<file path="src/rtl/serial_chunk_adder.sv">
// -----------------------------------------------------------------------------
// serial_chunk_adder
//
// Multi-cycle WIDTH-bit adder. Each RUN beat adds one CHUNK-bit slice of the
// captured operands through a CHUNK-wide ripple chain. The carry between beats
// is held in a register. A start/busy/done handshake lets a controller issue
// one operation at a time. Latency is BEATS+1 edges from the accepted start to
// the done pulse, where BEATS = WIDTH/CHUNK.
//
// Optional feature: define SERIAL_ADDER_SUB_EN to add the 'sub' port. With
// sub=1 at capture, B is inverted and the initial carry is forced to 1, so the
// result is A - B. In that case carry=1 means no borrow.
//
// Parameters:
//   WIDTH     operand/result width; must be a positive multiple of CHUNK
//   CHUNK     bits added per beat (1..WIDTH)
// Ports:
//   clk       rising-edge clock
//   rst_n     asynchronous active-low reset
//   start     request; sampled only in IDLE or DONE
//   A, B      operands, captured when start is accepted
//   cin       carry-in, captured when start is accepted
//   sub       subtract select (SERIAL_ADDER_SUB_EN only)
//   busy      high while the operation is in progress
//   done      one-cycle pulse; sum/carry/overflow are valid
//   sum       result register (partial while busy)
//   carry     carry out of bit WIDTH-1
//   overflow  signed overflow (carry into MSB xor carry out of MSB)
// -----------------------------------------------------------------------------
module serial_chunk_adder #(
  parameter int WIDTH = 16,
  parameter int CHUNK = 4
) (
  input  logic             clk,
  input  logic             rst_n,
  input  logic             start,
  input  logic [WIDTH-1:0] A,
  input  logic [WIDTH-1:0] B,
  input  logic             cin,
`ifdef SERIAL_ADDER_SUB_EN
  input  logic             sub,
`endif
  output logic             busy,
  output logic             done,
  output logic [WIDTH-1:0] sum,
  output logic             carry,
  output logic             overflow
);

  localparam int BEATS = WIDTH / CHUNK;
  localparam int IDXW  = (BEATS > 1) ? $clog2(BEATS) : 1;
  localparam logic [IDXW-1:0] LAST_IDX = IDXW'(BEATS - 1);

  typedef enum logic [1:0] {
    IDLE = 2'd0,
    RUN  = 2'd1,
    DONE = 2'd2
  } state_t;

  state_t           state;
  state_t           state_nxt;
  logic [WIDTH-1:0] a_reg;
  logic [WIDTH-1:0] b_reg;
  logic             carry_reg;
  logic [IDXW-1:0]  idx;

  logic [WIDTH-1:0] b_capt;
  logic             cin_capt;
  logic [CHUNK-1:0] a_chunk;
  logic [CHUNK-1:0] b_chunk;
  logic [CHUNK-1:0] s_chunk;
  logic             c_out;
  logic             c_into_msb;
  logic             last_beat;
  logic             accept;

  // Operand conditioning at capture time.
`ifdef SERIAL_ADDER_SUB_EN
  // Two's-complement subtraction: A + ~B + 1. cin is ignored when sub=1.
  assign b_capt   = sub ? ~B : B;
  assign cin_capt = sub | cin;
`else
  assign b_capt   = B;
  assign cin_capt = cin;
`endif

  // The operand registers shift down one chunk per beat. The active slice is
  // always at the bottom, so no variable part-select is needed on the read side.
  assign a_chunk = a_reg[CHUNK-1:0];
  assign b_chunk = b_reg[CHUNK-1:0];

  assign {c_out, s_chunk} = {1'b0, a_chunk} + {1'b0, b_chunk}
                          + {{CHUNK{1'b0}}, carry_reg};

  // Carry into the top bit of this chunk, recovered from the sum bit:
  // s = a ^ b ^ c_in, so c_in = a ^ b ^ s. This is only meaningful on the
  // final beat, where that bit is the result MSB.
  assign c_into_msb = a_chunk[CHUNK-1] ^ b_chunk[CHUNK-1] ^ s_chunk[CHUNK-1];

  assign last_beat = (idx == LAST_IDX);
  assign accept    = start && ((state == IDLE) || (state == DONE));

  assign busy = (state == RUN);
  assign done = (state == DONE);

  // Next-state logic.
  always_comb begin
    // NOTE: assign a default before the case so that no path leaves state_nxt
    // unassigned. An unassigned path would infer a latch.
    state_nxt = state;
    case (state)
      IDLE:    if (start) state_nxt = RUN;
      RUN:     if (last_beat) state_nxt = DONE;
      DONE:    state_nxt = start ? RUN : IDLE;
      default: state_nxt = IDLE;
    endcase
  end

  always_ff @(posedge clk or negedge rst_n) begin
    if (!rst_n) begin
      state <= IDLE;
    end else begin
      state <= state_nxt;
    end
  end

  // Datapath registers.
  // NOTE: every register here is a small flop with an async reset. All state
  // updates use non-blocking assignments, so every read in this block sees the
  // value from before the edge.
  always_ff @(posedge clk or negedge rst_n) begin
    if (!rst_n) begin
      a_reg     <= '0;
      b_reg     <= '0;
      carry_reg <= 1'b0;
      idx       <= '0;
      sum       <= '0;
      carry     <= 1'b0;
      overflow  <= 1'b0;
    end else if (accept) begin
      a_reg     <= A;
      b_reg     <= b_capt;
      carry_reg <= cin_capt;
      idx       <= '0;
      sum       <= '0;
      carry     <= 1'b0;
      overflow  <= 1'b0;
    end else if (state == RUN) begin
      a_reg     <= a_reg >> CHUNK;
      b_reg     <= b_reg >> CHUNK;
      carry_reg <= c_out;
      idx       <= idx + 1'b1;
      // Place the chunk result at its final bit position so that sum reads
      // as a partially filled result while busy.
      for (int k = 0; k < BEATS; k++) begin
        if (idx == IDXW'(k)) sum[k*CHUNK +: CHUNK] <= s_chunk;
      end
      if (last_beat) begin
        carry    <= c_out;
        overflow <= c_into_msb ^ c_out;
      end
    end
  end

endmodule
</file>
<file path="config.mk">
export PLATFORM = sky130hd
export DESIGN_NAME = serial_chunk_adder
export DESIGN_NICKNAME = d
export VERILOG_FILES = /design/src/rtl/serial_chunk_adder.sv
export SDC_FILE = /design/constraint.sdc
export NUM_CORES = 1
export LEC_CHECK = 0
export BUFFER_PORTS_ARGS = -buffer_cell sky130_fd_sc_hd__buf_4
export CORE_MARGIN = 2
export CORE_UTILIZATION = 53
export DETAILED_ROUTE_END_ITERATION = 8
export PLACE_DENSITY = 0.81
export SLEW_MARGIN = 20
export SYNTH_ARGS = -nofsm -noshare
export SYNTH_HDL_FRONTEND = slang
export SYNTH_SLANG_ARGS = --single-unit
</file>
<file path="constraint.sdc">
create_clock -name clk -period 2.5 [get_ports clk]
set_clock_uncertainty 0.2 [all_clocks]
set_input_delay 0.375 -clock clk [delete_from_list [all_inputs] [get_ports clk]]
set_output_delay 0.375 -clock clk [all_outputs]
set_load 0.01 [all_outputs]
</file>
; ---- After elaboration in Yosys (flattened, before gate mapping)
; Index checks and enable logic that the tools add are counted.
[op_classes]
addsub = 3
mux = 24
n_bitwise = 3
n_eq_ne = 7
n_reduce_logical = 14
[ops]
columns = op, count
row1 = $mux 16, 6
row2 = $mux 4, 4
row3 = $reduce_and 2->1, 5
row4 = $reduce_bool 2->1, 5
row5 = $mux 1, 9
row6 = $mux 2, 4
row7 = $eq 2x2->1 const B, 3
row8 = $pmux 2 s3, 1
row9 = $add 4x4->5, 1
row10 = $add 5x1->5, 1
row11 = $eq 2x1->1 const B, 2
row12 = $logic_not 2->1, 2
row13 = $xor 1x1->1, 3
row14 = $add 2x1->2 const B, 1
row15 = $ne 2x1->1 const B, 1
row16 = $ne 2x2->1 const B, 1
row17 = $logic_and 1x1->1, 1
row18 = $logic_or 1x1->1, 1
[totals]
output_inout_bits = 20
word_cells = 62
in_bits = 36
regBits = 55

; ---- Depth between registers and ports, before layout
[depth]
word_depth = 7
ltp_mapped = 6
mapped_depth_nobuf = 6

; ---- Least setup slack after synthesis
; Ideal clock, no wire load.
[synth_timing]
kind = register to register
from = register a_reg[0]
to = register overflow
t_required_ns = 2.178
path_stages_with_launch = 7
setup_ns = 0.122
period_less_slack_ns = 2.119
path_buffers = 0
arrival_time_ns = 1.797
path_slack_ns = 0.381
cell_sequence = dfrtp_1 -> fa_1 -> fa_1 -> a21o_1 -> a21oi_1 -> xnor2_1 -> o21ai_1
[synth_between]
elab_chain_len = 7
[synth_rtl]
columns = element, line
row1 = "start, declared", 62  ; logic [WIDTH-1:0] a_reg;
row2 = "start signal, assigned", 149  ; a_reg <= a_reg >> CHUNK;
row3 = $add 4x4->5 (*), 92  ; assign {c_out, s_chunk} = {1'b0, a_chunk} + {1'b0, b_chunk}
row4 = $add 5x1->5 (*), 93  ; + {{CHUNK{1'b0}}, carry_reg};
row5 = $xor 1x1->1, 98  ; assign c_into_msb = a_chunk[CHUNK-1] ^ b_chunk[CHUNK-1] ^ s_chunk[CHUNK-1];
row6 = $xor 1x1->1 (*), 160  ; overflow <= c_into_msb ^ c_out;
row7 = $mux 1 (*), 158  ; if (last_beat) begin
row8 = $mux 1 (*), 148  ; end else if (state == RUN) begin
row9 = $mux 1 (*), 140  ; end else if (accept) begin
row10 = "end signal, assigned", 160
row11 = "end, declared", 47  ; output logic overflow
; Every way passes the cells marked *; elsewhere a longest branch is shown, timed or not. The select of a mux whose other input is x is not followed.
; A chain may end at the register's enable or synchronous reset.

; ---- Worst setup path after layout
; Same ends and word-level chain as after synthesis.

==> summary.txt <==
Critical path
  • Crit path buffers/inverters: 0
  • Crit-path slowest cell: fa_1
  • Slowest Stage Delay on Critical Path: 0.47 ns
  • Crit start category: register
  • Family with the most delay on the worst path: adder cells
  • Worst Path Class, Setup: register to register
  • Crit-path cells: fa_1, fa_1, a21o_1, a21oi_1, xnor2_1, o21ai_1
  • CP dominant cell by count: fa_1
  • Worst-path fanout max: 3
  • R2r setup slk: 0.20 ns
  • CP required: 2.49 ns
  • CP arrival: 2.29 ns
  • Critical Path End Type: register

Synth
  • Synth unique cells: 33
  • Dominant cells by area after synthesis: dfrtp_1 55%, nand2_1 9.4%, a22oi_1 5.1%, ha_1 3.5%, a22o_1 3.2%
  • Simple-Gate Fraction of Synth Area: 0.1609
  • Post-synth top area share: 0.5550
  • Synth Register Bits: 55
  • Post-synthesis compound-gate area fraction: 0.1731
  • Post-synthesis mux area share: 0
  • Avg Cell Area, Syn: 10.55 um2
  • Mapped cell area: 2480 um2
  • Sequential area share after synthesis: 0.5550
  • Largest area contributor in the netlist: dfrtp_1
  • Main combinational cell family by area after synthesis: compound AO/OA/AOI/OAI gates
  • XOR/XNOR Fraction of Synth Area: 0.01060
  • Mapped Nets: 280
  • Synth Warn #: 0
  • Synthesized instance count: 235
  • Adder-Cell Fraction of Synth Area: 0.05146

Clocking
  • CTS Buf Count: 5
  • CTS root buf: clkbuf_8
  • CTS clk-pin slew, worst paths: 0.10 ns
  • CTS tree: built
  • Clock Tree Buf Depth: 2
  • H-tree Lvls: 2
  • Post_cts resized: 0
  • Setup Fix Bufs, Post-CTS: 0
  • CTS hold repair buffers: 1
  • Clock sink count: 55
  • Clk_lat worst skew: 0.31 ns

Timing
  • Period utilisation layout: 0.9191
  • TNS Setup: 0 ns
  • Max-slew headroom: 0.4250
  • Final Worst Setup Slack: 0.2022 ns
  • Crit path time final: 2.298 ns
  • Actual slew at the worst max-slew pin: 0.8625 ns
  • Setup violations, final: 0
  • Hold Fails Final Rpt: 0
  • Unrepaired setup endpoints after global routing: no
  • Final Slew Violations: 0
  • Fmax: 435.2 MHz

Global route
  • Met1 Usage GRT: 0.2861
  • Met3 GRT Util: 0.06528
  • Routing usage on met2: 0.3639
  • GRT Total Usage: 0.2204
  • Vias in the first global route: 1971
  • GRT overflow: 0
  • Busiest grt layer: met2
  • Initial antenna violation count: 0
  • Largest net degree at the start of global routing: 56
  • Global-route wire length before repair: 8.949 mm

Final layout
  • Fillcell total: 372
  • Final core occ: 0.6703
  • Share of layout cells above drive strength 1: 0.2569
  • Syn-to-layout area delta: 20.13%
  • Nets: 332
  • Ant diodes: 0

Drt
  • Via/cell ratio: 5.629
  • DR iter-0 viols: 77
  • Routed vias: 1914
  • Pre-Repair DR Iteration Count: 4
  • Routed WL: 5.173 mm
  • Detail Route Antenna Nets: 0
  • WL/cell: 15.21 um
  • DRC viols: 0

Placed design
  • Port Buf Inserts: 55
  • GPL Wtd Cong: 0.7635
  • Pre-CTS WS: 0.2569 ns
  • Hpwl dp: 3.510 mm

Pwr
  • Sequential share of power: 0.394
  • Int Pwr: 2.223 mW
  • Clock network fraction of design power: 0.128
  • Peak VDD IR: 626.1 uV
  • NetSw: 1.628 mW
  • Combinational share of power: 0.479
  • Switching fraction of total power: 0.4228
  • Leak Pwr: 1.469 nW
  • PD cells: 1293 nW/um2

Outcome
  • Outcome: complete, no violations

Die
  • Initial core utilization: 0.5580
  • Rows: 24
  • Chip Width: 72.41 um
  • # IOs: 56
  • Chip Height: 72.41 um
  • Die area: 5242 um2
  • Core area: 4444 um2

Flow run
  • Max Cap Viol: 0

Min path
  • HP Class: input pin to register
==> cell usage in the layout, fill, tap and decap left out <==
| master | count |
|---|---|
| xor2_1 | 1 |
| nand2b_4 | 1 |
| a21oi_1 | 11 |
| dlygate4sd3_1 | 1 |
| dfrtp_1 | 55 |
| nand2_1 | 62 |
| and2b_1 | 1 |
| a31oi_1 | 8 |
| nand2_4 | 1 |
| nor2_8 | 1 |
| a22oi_1 | 17 |
| clkinvlp_4 | 2 |
| ha_1 | 7 |
| clkinv_2 | 2 |
| o21ai_1 | 1 |
| a21o_1 | 2 |
| xnor2_1 | 2 |
| a211oi_1 | 1 |
| inv_1 | 2 |
| nand3_1 | 12 |
| fa_1 | 2 |
| nand2b_1 | 1 |
| o21ai_0 | 8 |
| a22o_1 | 9 |
| nor2b_4 | 1 |
| a311oi_1 | 2 |
| a311oi_2 | 1 |
| clkbuf_8 | 5 |
| buf_4 | 57 |
| nor2_1 | 9 |
| clkinv_8 | 1 |
| a21oi_2 | 2 |
==> worst register-to-register path, cell delays in order, from the launching register on <==
cell and delay [ns]:
dfrtp_1 0.41, fa_1 0.47, fa_1 0.43, a21o_1 0.17
a21oi_1 0.26, xnor2_1 0.16, o21ai_1 0.08
==> path summary, 6_finish.rpt <==
kind | from | to | cells past startpoint
hold / removal | B[1] | b_reg[1] | 3
max in group asynchronous | rst_n | carry_reg | 2
min in group asynchronous | rst_n | sum[0] | 2
setup / recovery | a_reg[0] | overflow | 6
hold reg to reg | a_reg[4] | a_reg[4] | 2
setup reg to reg | a_reg[0] | overflow | 6
==> cells in the mapped netlist <==
cell type,count
a211oi_1,1
buf_6,1
clkinv_2,1
and2b_1,1
nor2_1,9
clkbuf_1,1
nand2_4,1
nor2b_4,1
a22o_1,9
a22oi_1,17
a31oi_1,8
xor2_1,1
xnor2_1,2
a21o_1,2
o21ai_0,8
nand3_1,12
o21ai_1,1
clkinv_8,1
inv_1,2
buf_4,3
ha_1,7
nand2b_4,1
nand2b_1,1
a21oi_1,11
nor2_8,1
a311oi_2,1
buf_12,1
fa_1,2
dfrtp_1,55
buf_2,7
nand2_1,62
a311oi_1,2
a21oi_2,2
==> power by group through the flow <==
stage	clock network (mW)	logic (mW)	registers, mW
after floorplan	0	1.38	1.52
after global placement	0	1.79	1.51
after detailed placement	0	1.83	1.53
after CTS	0.493	1.85	1.52
after global routing	0.528	2.08	1.57
final	0.492	1.84	1.52
==> cell families (layout without fill, tap and decap cells) <==
group | count (synthesis) | in the layout
AO/OA/AOI/OAI | 62 | 62
XOR/XNOR | 3 | 3
adder cells (fa/ha/maj) | 9 | 9
buffers and inverters | 17 | 70
flip-flops | 55 | 55
AND/OR/NAND/NOR | 89 | 89
==> through the flow <==
step	instance area (um2)	hold WS [ns]	instances	power, mW
2_1_floorplan	2480	-0.1206	235	2.900
3_3_place_gp	2880	0.2559	331	3.299
3_5_place_dp	2880	0.2619	331	3.367
4_1_cts	2979	0.07419	340	3.862
5_1_grt	2979	0.06889	340	4.171
6_report	2979	0.07806	340	3.851
==> layer usage <==
layer	wire length, um	vias to the layer above
met5	0	-
met4	38	0
met3	358	4
met2	2514	71
met1	2261	914
li1	-	925
==> area by class of cell <==
type / count / area, um2 / area share
Inverter: 4 / 28.78 / 0.009660
Clock inverter: 3 / 20.02 / 0.006720
Clock buffer: 5 / 68.82 / 0.02310
Tap cell: 52 / 65.06 / 0.02184
Timing Repair Buffer: 58 / 437.9 / 0.1470
Sequential cell: 55 / 1376 / 0.4620
Multi-Input combinational cell: 163 / 982.2 / 0.3297
No activity file was read; power rests on OpenSTA's default activity.
